## src/rtl/if_fetch_queue_pkg.sv

```systemverilog
// ----------------------------------------------------------------------------
// if_fetch_queue_pkg
// Shared constants for the instruction-fetch queue slice of the RV32 core.
//   INST_W : instruction width (32)
//   RV_NOP : canonical bubble instruction, addi x0,x0,0
//   `InstCatchDepth : core-wide PC / instruction-memory byte-address width,
//                     reused as the default ADDR_W of the fetch queue
// ----------------------------------------------------------------------------
`ifndef InstCatchDepth
`define InstCatchDepth 32
`endif

package if_fetch_queue_pkg;

    localparam int INST_W = 32;
    localparam logic [INST_W-1:0] RV_NOP = 32'h0000_0013;

endpackage

```

## src/rtl/if_fetch_queue_fetch_fifo.sv

```systemverilog
// ----------------------------------------------------------------------------
// fetch_fifo
// Synchronous DEPTH-entry queue of {pc, inst} pairs for the fetch stage.
// Ports:
//   clk, rst         clock, synchronous active-high reset (control only)
//   clear            drop all entries (pipeline flush)
//   push, push_pc,   write one entry at the tail
//   push_inst
//   pop              retire the head entry
//   count            number of valid entries (0..DEPTH)
//   head_pc,         raw storage at the read pointer; stale when count==0
//   head_inst
// DEPTH must be a power of two so the pointers wrap naturally.
// ----------------------------------------------------------------------------
`ifndef InstCatchDepth
`define InstCatchDepth 32
`endif

module fetch_fifo
    import if_fetch_queue_pkg::*;
#(
    parameter int ADDR_W = `InstCatchDepth,
    parameter int DEPTH  = 2
) (
    input  logic                         clk,
    input  logic                         rst,
    input  logic                         clear,
    input  logic                         push,
    input  logic [ADDR_W-1:0]            push_pc,
    input  logic [INST_W-1:0]            push_inst,
    input  logic                         pop,
    output logic [$clog2(DEPTH+1)-1:0]   count,
    output logic [ADDR_W-1:0]            head_pc,
    output logic [INST_W-1:0]            head_inst
);

    localparam int PTR_W = (DEPTH > 1) ? $clog2(DEPTH) : 1;

    logic [ADDR_W-1:0] pc_mem   [DEPTH];
    logic [INST_W-1:0] inst_mem [DEPTH];
    logic [PTR_W-1:0]  rd_ptr;
    logic [PTR_W-1:0]  wr_ptr;

    always_ff @(posedge clk) begin
        if (rst || clear) begin
            count  <= '0;
            rd_ptr <= '0;
            wr_ptr <= '0;
        end else begin
            // Power-of-two depth: plain increment wraps modulo DEPTH.
            if (push) wr_ptr <= wr_ptr + 1'b1;
            if (pop)  rd_ptr <= rd_ptr + 1'b1;
            case ({push, pop})
                2'b10:   count <= count + 1'b1;
                2'b01:   count <= count - 1'b1;
                default: count <= count;
            endcase
        end
    end

    // Storage is data only: never reset, written only on an accepted push.
    always_ff @(posedge clk) begin
        if (push && !clear) begin
            pc_mem[wr_ptr]   <= push_pc;
            inst_mem[wr_ptr] <= push_inst;
        end
    end

    assign head_pc   = pc_mem[rd_ptr];
    assign head_inst = inst_mem[rd_ptr];

endmodule

```

## src/rtl/if_fetch_queue.sv

```systemverilog
// ----------------------------------------------------------------------------
// if_fetch_queue
// Fetch stage between the PC generator and decode. Issues an instruction
// memory read at pc_i, captures the data one cycle later and queues
// {pc, inst} for decode under a valid/ready handshake. Holds the PC
// generator whenever the queue cannot accept another response, and throws
// away every wrong-path fetch when a taken jump (flush_i) arrives.
// Ports:
//   clk, rst        clock, synchronous active-high reset
//   pc_i            current PC from the PC generator
//   pc_hold_o       PC generator keeps its value while 1
//   flush_i         taken jump / redirect this cycle
//   imem_en_o       instruction-memory read enable
//   imem_addr_o     read address (= pc_i)
//   imem_rdata_i    read data, valid the cycle after imem_en_o
//   id_valid_o      queue head valid to decode
//   id_ready_i      decode accepts the head
//   id_inst_o       head instruction
//   id_pc_o         head PC
// Optional build macro IF_BUBBLE_NOP_EN: when defined, id_inst_o/id_pc_o
// show addi x0,x0,0 / 0 whenever id_valid_o is low; otherwise they show the
// raw storage at the read pointer.
// ----------------------------------------------------------------------------
`ifndef InstCatchDepth
`define InstCatchDepth 32
`endif

module if_fetch_queue
    import if_fetch_queue_pkg::*;
#(
    parameter int ADDR_W = `InstCatchDepth,
    parameter int DEPTH  = 2
) (
    input  logic              clk,
    input  logic              rst,
    input  logic [ADDR_W-1:0] pc_i,
    output logic              pc_hold_o,
    input  logic              flush_i,
    output logic              imem_en_o,
    output logic [ADDR_W-1:0] imem_addr_o,
    input  logic [INST_W-1:0] imem_rdata_i,
    output logic              id_valid_o,
    input  logic              id_ready_i,
    output logic [INST_W-1:0] id_inst_o,
    output logic [ADDR_W-1:0] id_pc_o
);

    localparam int                CNT_W   = $clog2(DEPTH + 1);
    localparam logic [CNT_W:0]    DEPTH_C = (CNT_W + 1)'(DEPTH);

    logic [CNT_W-1:0]  count;
    logic              req_q;
    logic [ADDR_W-1:0] pc_q;
    logic [ADDR_W-1:0] head_pc;
    logic [INST_W-1:0] head_inst;
    logic              pop;
    logic              push;
    logic [CNT_W:0]    credit;
    logic              can_issue;

    // Head is never handed to decode in a flush cycle: it is wrong-path.
    assign id_valid_o = ~rst & (count != '0) & ~flush_i;
    assign pop        = id_valid_o & id_ready_i;

    // Returning response is dropped if it lands in a flush cycle.
    assign push = req_q & ~flush_i;

    // Occupancy after this cycle, counting the in-flight request as already
    // owning a slot; issuing only below DEPTH means a response always fits.
    assign credit    = {1'b0, count} + {{CNT_W{1'b0}}, req_q} - {{CNT_W{1'b0}}, pop};
    assign can_issue = credit < DEPTH_C;

    // During flush pc_i is wrong-path: no read, and no hold so the PC
    // generator loads the jump target.
    assign imem_en_o   = ~rst & ~flush_i & can_issue;
    assign pc_hold_o   = ~rst & ~flush_i & ~can_issue;
    assign imem_addr_o = pc_i;

    always_ff @(posedge clk) begin
        if (rst) begin
            req_q <= 1'b0;
            pc_q  <= '0;
        end else begin
            req_q <= imem_en_o;
            if (imem_en_o) pc_q <= pc_i;
        end
    end

    fetch_fifo #(
        .ADDR_W (ADDR_W),
        .DEPTH  (DEPTH)
    ) u_fifo (
        .clk       (clk),
        .rst       (rst),
        .clear     (flush_i),
        .push      (push),
        .push_pc   (pc_q),
        .push_inst (imem_rdata_i),
        .pop       (pop),
        .count     (count),
        .head_pc   (head_pc),
        .head_inst (head_inst)
    );

`ifdef IF_BUBBLE_NOP_EN
    assign id_inst_o = id_valid_o ? head_inst : RV_NOP;
    assign id_pc_o   = id_valid_o ? head_pc   : '0;
`else
    assign id_inst_o = head_inst;
    assign id_pc_o   = head_pc;
`endif

endmodule

```

## config.mk

```make
export PLATFORM = sky130hd
export DESIGN_NAME = if_fetch_queue
export DESIGN_NICKNAME = d
export VERILOG_FILES = /design/src/rtl/if_fetch_queue_pkg.sv /design/src/rtl/if_fetch_queue_fetch_fifo.sv /design/src/rtl/if_fetch_queue.sv
export SDC_FILE = /design/constraint.sdc
export NUM_CORES = 1
export LEC_CHECK = 0
export ABC_AREA = 1
export ABC_CLOCK_PERIOD_IN_PS = 10450
export BUFFER_PORTS_ARGS = -buffer_cell sky130_fd_sc_hd__buf_2
export CORE_MARGIN = 4
export CORE_UTILIZATION = 58
export CTS_CLUSTER_SIZE = 14
export DETAILED_ROUTE_END_ITERATION = 12
export PLACE_DENSITY = 0.85
export SLEW_MARGIN = 25
export SYNTH_ARGS = -nofsm -noshare
export SYNTH_HDL_FRONTEND = slang
export SYNTH_HIERARCHICAL = 1
export SYNTH_SLANG_ARGS = --single-unit
```

## constraint.sdc

```tcl
create_clock -name clk -period 10.45 [get_ports clk]
set_input_delay 2.09 -clock clk [delete_from_list [all_inputs] [get_ports clk]]
set_output_delay 2.09 -clock clk [all_outputs]
set_load 0.05 [all_outputs]
```

== Yosys cells after proc, flatten, opt, wreduce, memory -nomap -nowiden ==
Memories as Yosys holds them, arrays and structs flattened. A register that Yosys moved wholly into a read port is not among the register bits.
Cells that the tools add are included.

* $lt $le $gt $ge: 1
* Equal/unequal tests: 2
* Bitwise operators: 10
* Reductions and logical operators: 5
* Add/subtract/negate cells: 6
* Multiplexer cells: 7

{| class="wikitable"
|+ Operators by type and width
! cell !! number
|-
| $and A1 B1 Y1 || 7
|-
| $mux W1 || 6
|-
| $pmux W2 S2 || 1
|-
| $reduce_bool A2 Y1 || 2
|-
| $add A2 B1 Y3 || 1
|-
| $lt A3 B2 Y1 const B || 1
|-
| $not A1 Y1 || 3
|-
| $sub A3 B1 Y3 || 1
|-
| $add A1 B1 Y1 const B || 2
|-
| $add A2 B1 Y2 const B || 1
|-
| $eq A2 B1 Y1 const B || 1
|-
| $eq A2 B2 Y1 const B || 1
|-
| $sub A2 B1 Y2 const B || 1
|-
| $logic_and A1 B1 Y1 || 1
|-
| $logic_not A1 Y1 || 1
|-
| $logic_or A1 B1 Y1 || 1
|}

* Flip-flop bits (word level): 37
* Memories: 2
* Memory bits (writable): 128
* Output and inout bits: 99
* Bits of input ports: 68

{| class="wikitable"
|+ Memories
! name !! words !! width !! read ports !! clocked after Yosys merged registers in !! wr ports !! line !! text
|-
| u_fifo.inst_mem || 2 || 32 || 1 || 1 || 1 || if_fetch_queue_fetch_fifo.sv:40 || <nowiki>logic [INST_W-1:0] inst_mem [DEPTH];</nowiki>
|-
| u_fifo.pc_mem || 2 || 32 || 1 || 1 || 1 || if_fetch_queue_fetch_fifo.sv:39 || <nowiki>logic [ADDR_W-1:0] pc_mem [DEPTH];</nowiki>
|}

== Depth between registers and ports, before layout ==
* Depth in word-level cells: 8
* Mapped depth: 15

== Modules after synthesis ==
Netlist, hierarchy kept.

{| class="wikitable"
|+ Modules (own cells, without submodules)
! module !! instances !! area each (um2) !! cells an instance
|-
| fetch_fifo || 1 || 5141.2 || 229
|-
| if_fetch_queue || 1 || 1833.0 || 264
|}

== Worst setup path before layout ==
OpenSTA, ideal clock, no wires.

* Path kind: input-to-reg
* From: input port flush_i
* To: memory u_fifo.inst_mem[1][0], enable pin
* Arrival time: 6604 ps
* Data required time: 9885 ps
* Path buffers: 0
* Setup slack: 3280 ps
* Stages: 3
* Path through: nor2_1 -> inv_1 -> nor3_1

* Cells in the longest elaborated chain, start to end: 5
* Elaborated cells between the ends (all ways): 6
* Those cells by class: 2 x mux; 2 x bitwise; 2 x reduce/logical

{| class="wikitable"
|+ Ends and longest elaborated chain
! element !! line !! text
|-
| start: declaration || if_fetch_queue.sv:38 || <nowiki>input logic flush_i,</nowiki>
|-
| $not A1 Y1 || if_fetch_queue.sv:66 || <nowiki>assign push = req_q & ~flush_i;</nowiki>
|-
| $and A1 B1 Y1 || if_fetch_queue.sv:66 ||
|-
| $logic_and A1 B1 Y1 * || if_fetch_queue_fetch_fifo.sv:63 || <nowiki>if (push && !clear) begin</nowiki>
|-
| $mux W1 * || if_fetch_queue_fetch_fifo.sv:63 ||
|-
| $mux W1 (not written as such) * || if_fetch_queue_fetch_fifo.sv:65 || <nowiki>inst_mem[wr_ptr] <= push_inst;</nowiki>
|-
| end: declaration || if_fetch_queue_fetch_fifo.sv:40 ||
|}

Mark *: on every way between the ends. The rest lies on a longest branch, timed or not.

== Worst setup path after layout ==
* From: input port rst
* To: output port imem_en_o

* Cells in the longest elaborated chain, start to end: 7
* Elaborated cells between the ends (all ways): 8
* Those cells by class: 1 x add/sub; 1 x order compare; 6 x bitwise

{| class="wikitable"
|+ Ends and longest elaborated chain
! element !! line !! text
|-
| start: declaration || if_fetch_queue.sv:35 || <nowiki>input logic rst,</nowiki>
|-
| $not A1 Y1 || if_fetch_queue.sv:62 || <nowiki>assign id_valid_o = ~rst & (count != '0) & ~flush_i;</nowiki>
|-
| $and A1 B1 Y1 (2 in a row) || if_fetch_queue.sv:62 ||
|-
| $and A1 B1 Y1 || if_fetch_queue.sv:63 || <nowiki>assign pop = id_valid_o & id_ready_i;</nowiki>
|-
| net pop || if_fetch_queue.sv:56 || <nowiki>logic pop;</nowiki>
|-
| $sub A3 B1 Y3 || if_fetch_queue.sv:70 || <nowiki>assign credit = {1'b0, count} + {{CNT_W{1'b0}}, req_q} - {{CNT_W{1'b0}}, pop};</nowiki>
|-
| $lt A3 B2 Y1 || if_fetch_queue.sv:71 || <nowiki>assign can_issue = credit < DEPTH_C;</nowiki>
|-
| $and A1 B1 Y1 || if_fetch_queue.sv:75 || <nowiki>assign imem_en_o = ~rst & ~flush_i & can_issue;</nowiki>
|-
| end: declaration || if_fetch_queue.sv:39 || <nowiki>output logic imem_en_o,</nowiki>
|}

The timed path passes the listed nets, and every way through them passes these cells.

==> key figures <==
Run status
  • Outcome: finished clean

Yosys
  • Dominant cell type by area after synthesis: edfxtp_1
  • Synth Area in Adders: 0.006459
  • Compound-cell area share of the yosys netlist: 0.002512
  • Cells after synthesis: 493
  • Simple-gate share of the synthesized area: 0.1005
  • Syn. warnings: 6
  • Yosys reg bits: 166
  • Synth area leaders: edfxtp_1 (55%), mux2_4 (13%), dfxtp_1 (11%)
  • Sequential-to-total area share from yosys stat: 0.6602
  • Most instantiated library cell after synthesis: edfxtp_1
  • Largest family of logic cells by synthesized area: multiplexers
  • Ys async rst share: 0
  • Synth cell count leaders: edfxtp_1 (128), nand2_1 (75), mux2_4 (60)
  • Synth top area share: 0.5511
  • Mux contribution to synthesized area: 0.1356
  • Ys flop type: edfxtp_1
  • Post-synth EDFFs: 128
  • Synth Area in XOR/XNOR: 0.001256
  • Unique cell type count in the Yosys netlist: 26
  • Synthesized area: 6974 um2
  • Syn Area/Cell: 14.15 um2
  • Syn nets: 564

CTS
  • Num CTS Buffers: 17
  • CTS tree: done
  • Root buffer cell: clkbuf_16
  • Clk sinks: 166
  • Post-CTS sizing: 0
  • Htree depth: 4
  • Hold-fix buffers at CTS: 0
  • Post-CTS Setup Bufs: 0
  • Clock latency on the worst-skew pair: 0.41 ns
  • Clk buf depth: 2
  • Clk pin slew, worst setup/hold paths: 0.06 ns

Power and ir drop
  • Switch Pwr: 321.2 uW
  • P_int: 1164 uW
  • Maximum vdd drop: 0.1098 mV
  • Gate power share: 0.072
  • Clock Power Share: 0.432
  • Power per cell area: 181.8 nW/um2
  • Register share of total power: 0.496
  • Leakage: 0.003420 uW
  • Switching Fraction: 0.2162

Layout
  • Area delta synth->final: 17.19%
  • Final #Nets: 697
  • Post-route cell area: 8173 um2
  • Layout cells sized above 1: 0.4210
  • ANT cells: 0

Critical path
  • R2R Path End: pc_q[3]
  • Critical path type: input port to output pin
  • Cells on worst reg2reg path: 12
  • Critical Path, Cell by Cell: buf_2 > nor2_8 > inv_1 > nor3b_1 > ha_1 > inv_1 > nand2_1 > fa_1 > inv_1 > nand2_1 > nand2_2 > nand3_4 > inv_1 > buf_2
  • Max incr delay on CP: 0.48 ns
  • Critical Path Sink: imem_en_o
  • Setup crit start: rst
  • CP Capture Type: output pin
  • Crit-path slowest cell: nor2_8
  • Reg2Reg Launch Point: u_fifo/count[1]
  • R2R Setup Slk: 7.23 ns
  • Worst Path Required: 8.36 ns
  • Top cell by count, worst path: inv_1
  • Crit path max fanout: 36
  • Worst path arrival time: 5.77 ns
  • Startpoint types: input port

Drt
  • First DRT Iteration DRCs: 298
  • Antenna viol nets, final: 0
  • Detailed-route via count: 4000
  • DR vias/cell: 5.115
  • DRC: 0
  • WL final: 12780 um
  • DR pass1 iterations: 5
  • DR WL/cell: 16.34 um

Global routing
  • Antenna violations before repair: 0
  • Overall routing resource usage: 0.1884
  • Vias in the first global route: 4024
  • Global-route wire length before repair: 20410 um
  • Overflow after GRT: 0
  • Largest net degree at the start of global routing: 65

STA
  • # setup viols final: 0
  • Fin crit share: 0.7522
  • Setup TNS: 0 ns
  • Slew @ Worst Pin: 0.8908 ns
  • Fmax: 127.2 MHz
  • Slew Viols, Final: 0
  • Final min period: 7.860 ns
  • Final Hold Viols: 0
  • Worst Skew: 0.004049 ns
  • Slew margin rel.: 0.4061
  • RSZ-0062 raised after global routing: no

Floorplanning
  • Die Y: 117.7 um
  • DIE AREA: 13840 um2
  • Row count: 39
  • IO Pins: 167
  • Starting Density: 0.6005
  • Die X: 117.7 um
  • Core region area: 11610 um2

Run
  • Maxcap violations: 0

Placed design
  • Number of port buffers: 166
  • DP HPWL: 8590 um
  • Placed Area: 7548 um2
  • Gp weighted congestion: 0.7795

Min path
  • Worst Hold Class: register to register
[cell usage in the layout (no fill, tap or decap), drive strengths merged]
cell,n
inv,46
clkinv,5
buf,170
a21oi,1
dfxtp,38
clkbuf,20
bufinv,4
nor3,4
o21ai,1
nor2,39
nand4,32
fa,1
xnor2,1
nand2,76
clkinvlp,3
nand3,2
a21boi,1
ha,2
edfxtp,128
mux2,64
nor3b,1
[critical path, delay by kind of cell]
family | cells | cell delay (ns)
adder cells (fa/ha/maj) | 2 | 0.72
buffers and inverters | 6 | 0.97
AND/OR/NAND/NOR | 6 | 1.95
[cells by family after synthesis]
kind of cell             after synthesis
flip-flops                           166
AND/OR/NAND/NOR                      154
buffers and inverters                102
multiplexers                          64
AO/OA/AOI/OAI                          3
adder cells (fa/ha/maj)                3
XOR/XNOR                               1
[state kept, by name, summed over array words and instances, names as in the netlist, named ones only]
register,cells
u_fifo/inst_mem,64
u_fifo/pc_mem,64
pc_q,32
u_fifo/count,2
req_q,1
u_fifo/rd_ptr,1
u_fifo/wr_ptr,1
[per-layer routing]
layer / wire length [um] / part of all wire / global-route usage
met1: 5184 / 0.41 / 0.2292
met2: 6516 / 0.51 / 0.3205
met3: 946 / 0.074 / 0.05622
met4: 131 / 0.010 / 0.06593
met5: 0 / 0 / 0
[stage by stage]
stage | power, uW | cells | hold slack [ns] | setup slack, ns | utilization
2_1_floorplan | 832.2 | 493 | 0.4256 | 3.280 | -
4_1_cts | 1498 | 782 | 0.4546 | 2.665 | 0.7037
5_1_grt | 1532 | 782 | 0.4619 | 2.317 | 0.7037
3_5_place_dp | 857.4 | 750 | 0.4394 | 2.677 | 0.6500
6_report | 1486 | 782 | 0.4498 | 2.590 | 0.7037
3_3_place_gp | 853.1 | 750 | 0.4308 | 2.868 | 0.6500
[worst min path at each step]
| stage | from | to | depth (start not counted) |
|---|---|---|---|
| floorplan | pc_q[0] | u_fifo/pc_mem[0][0] | 0 |
| CTS | pc_q[18] | u_fifo/pc_mem[0][18] | 0 |
| detailed placement | pc_q[18] | u_fifo/pc_mem[0][18] | 0 |
| global route | pc_q[21] | u_fifo/pc_mem[0][21] | 0 |
| global placement | pc_q[18] | u_fifo/pc_mem[1][18] | 0 |
| finish | pc_q[2] | u_fifo/pc_mem[1][2] | 0 |
[cell type report]
| class | count | area (um2) |
|---|---|---|
| clock buffers | 20 | 446.7 |
| multi-input cells | 225 | 1728 |
| well taps | 143 | 178.9 |
| inverters | 46 | 172.7 |
| flip-flops and latches | 166 | 4608 |
| repair buffers | 170 | 860.8 |
| fillers | 797 | 3441 |
| clock inverters | 12 | 177.7 |
[power groups by stage]
| stage | clock [uW] | sequential, uW | combinational, uW |
|---|---|---|---|
| 6_report | 643 | 737 | 107 |
| 5_1_grt | 679 | 738 | 115 |
| 4_1_cts | 654 | 737 | 107 |
| 3_5_place_dp | 0 | 751 | 107 |
| 3_3_place_gp | 0 | 749 | 104 |
| 2_1_floorplan | 0 | 748 | 83.8 |
Note: power is estimated with default switching activity, not from simulation.
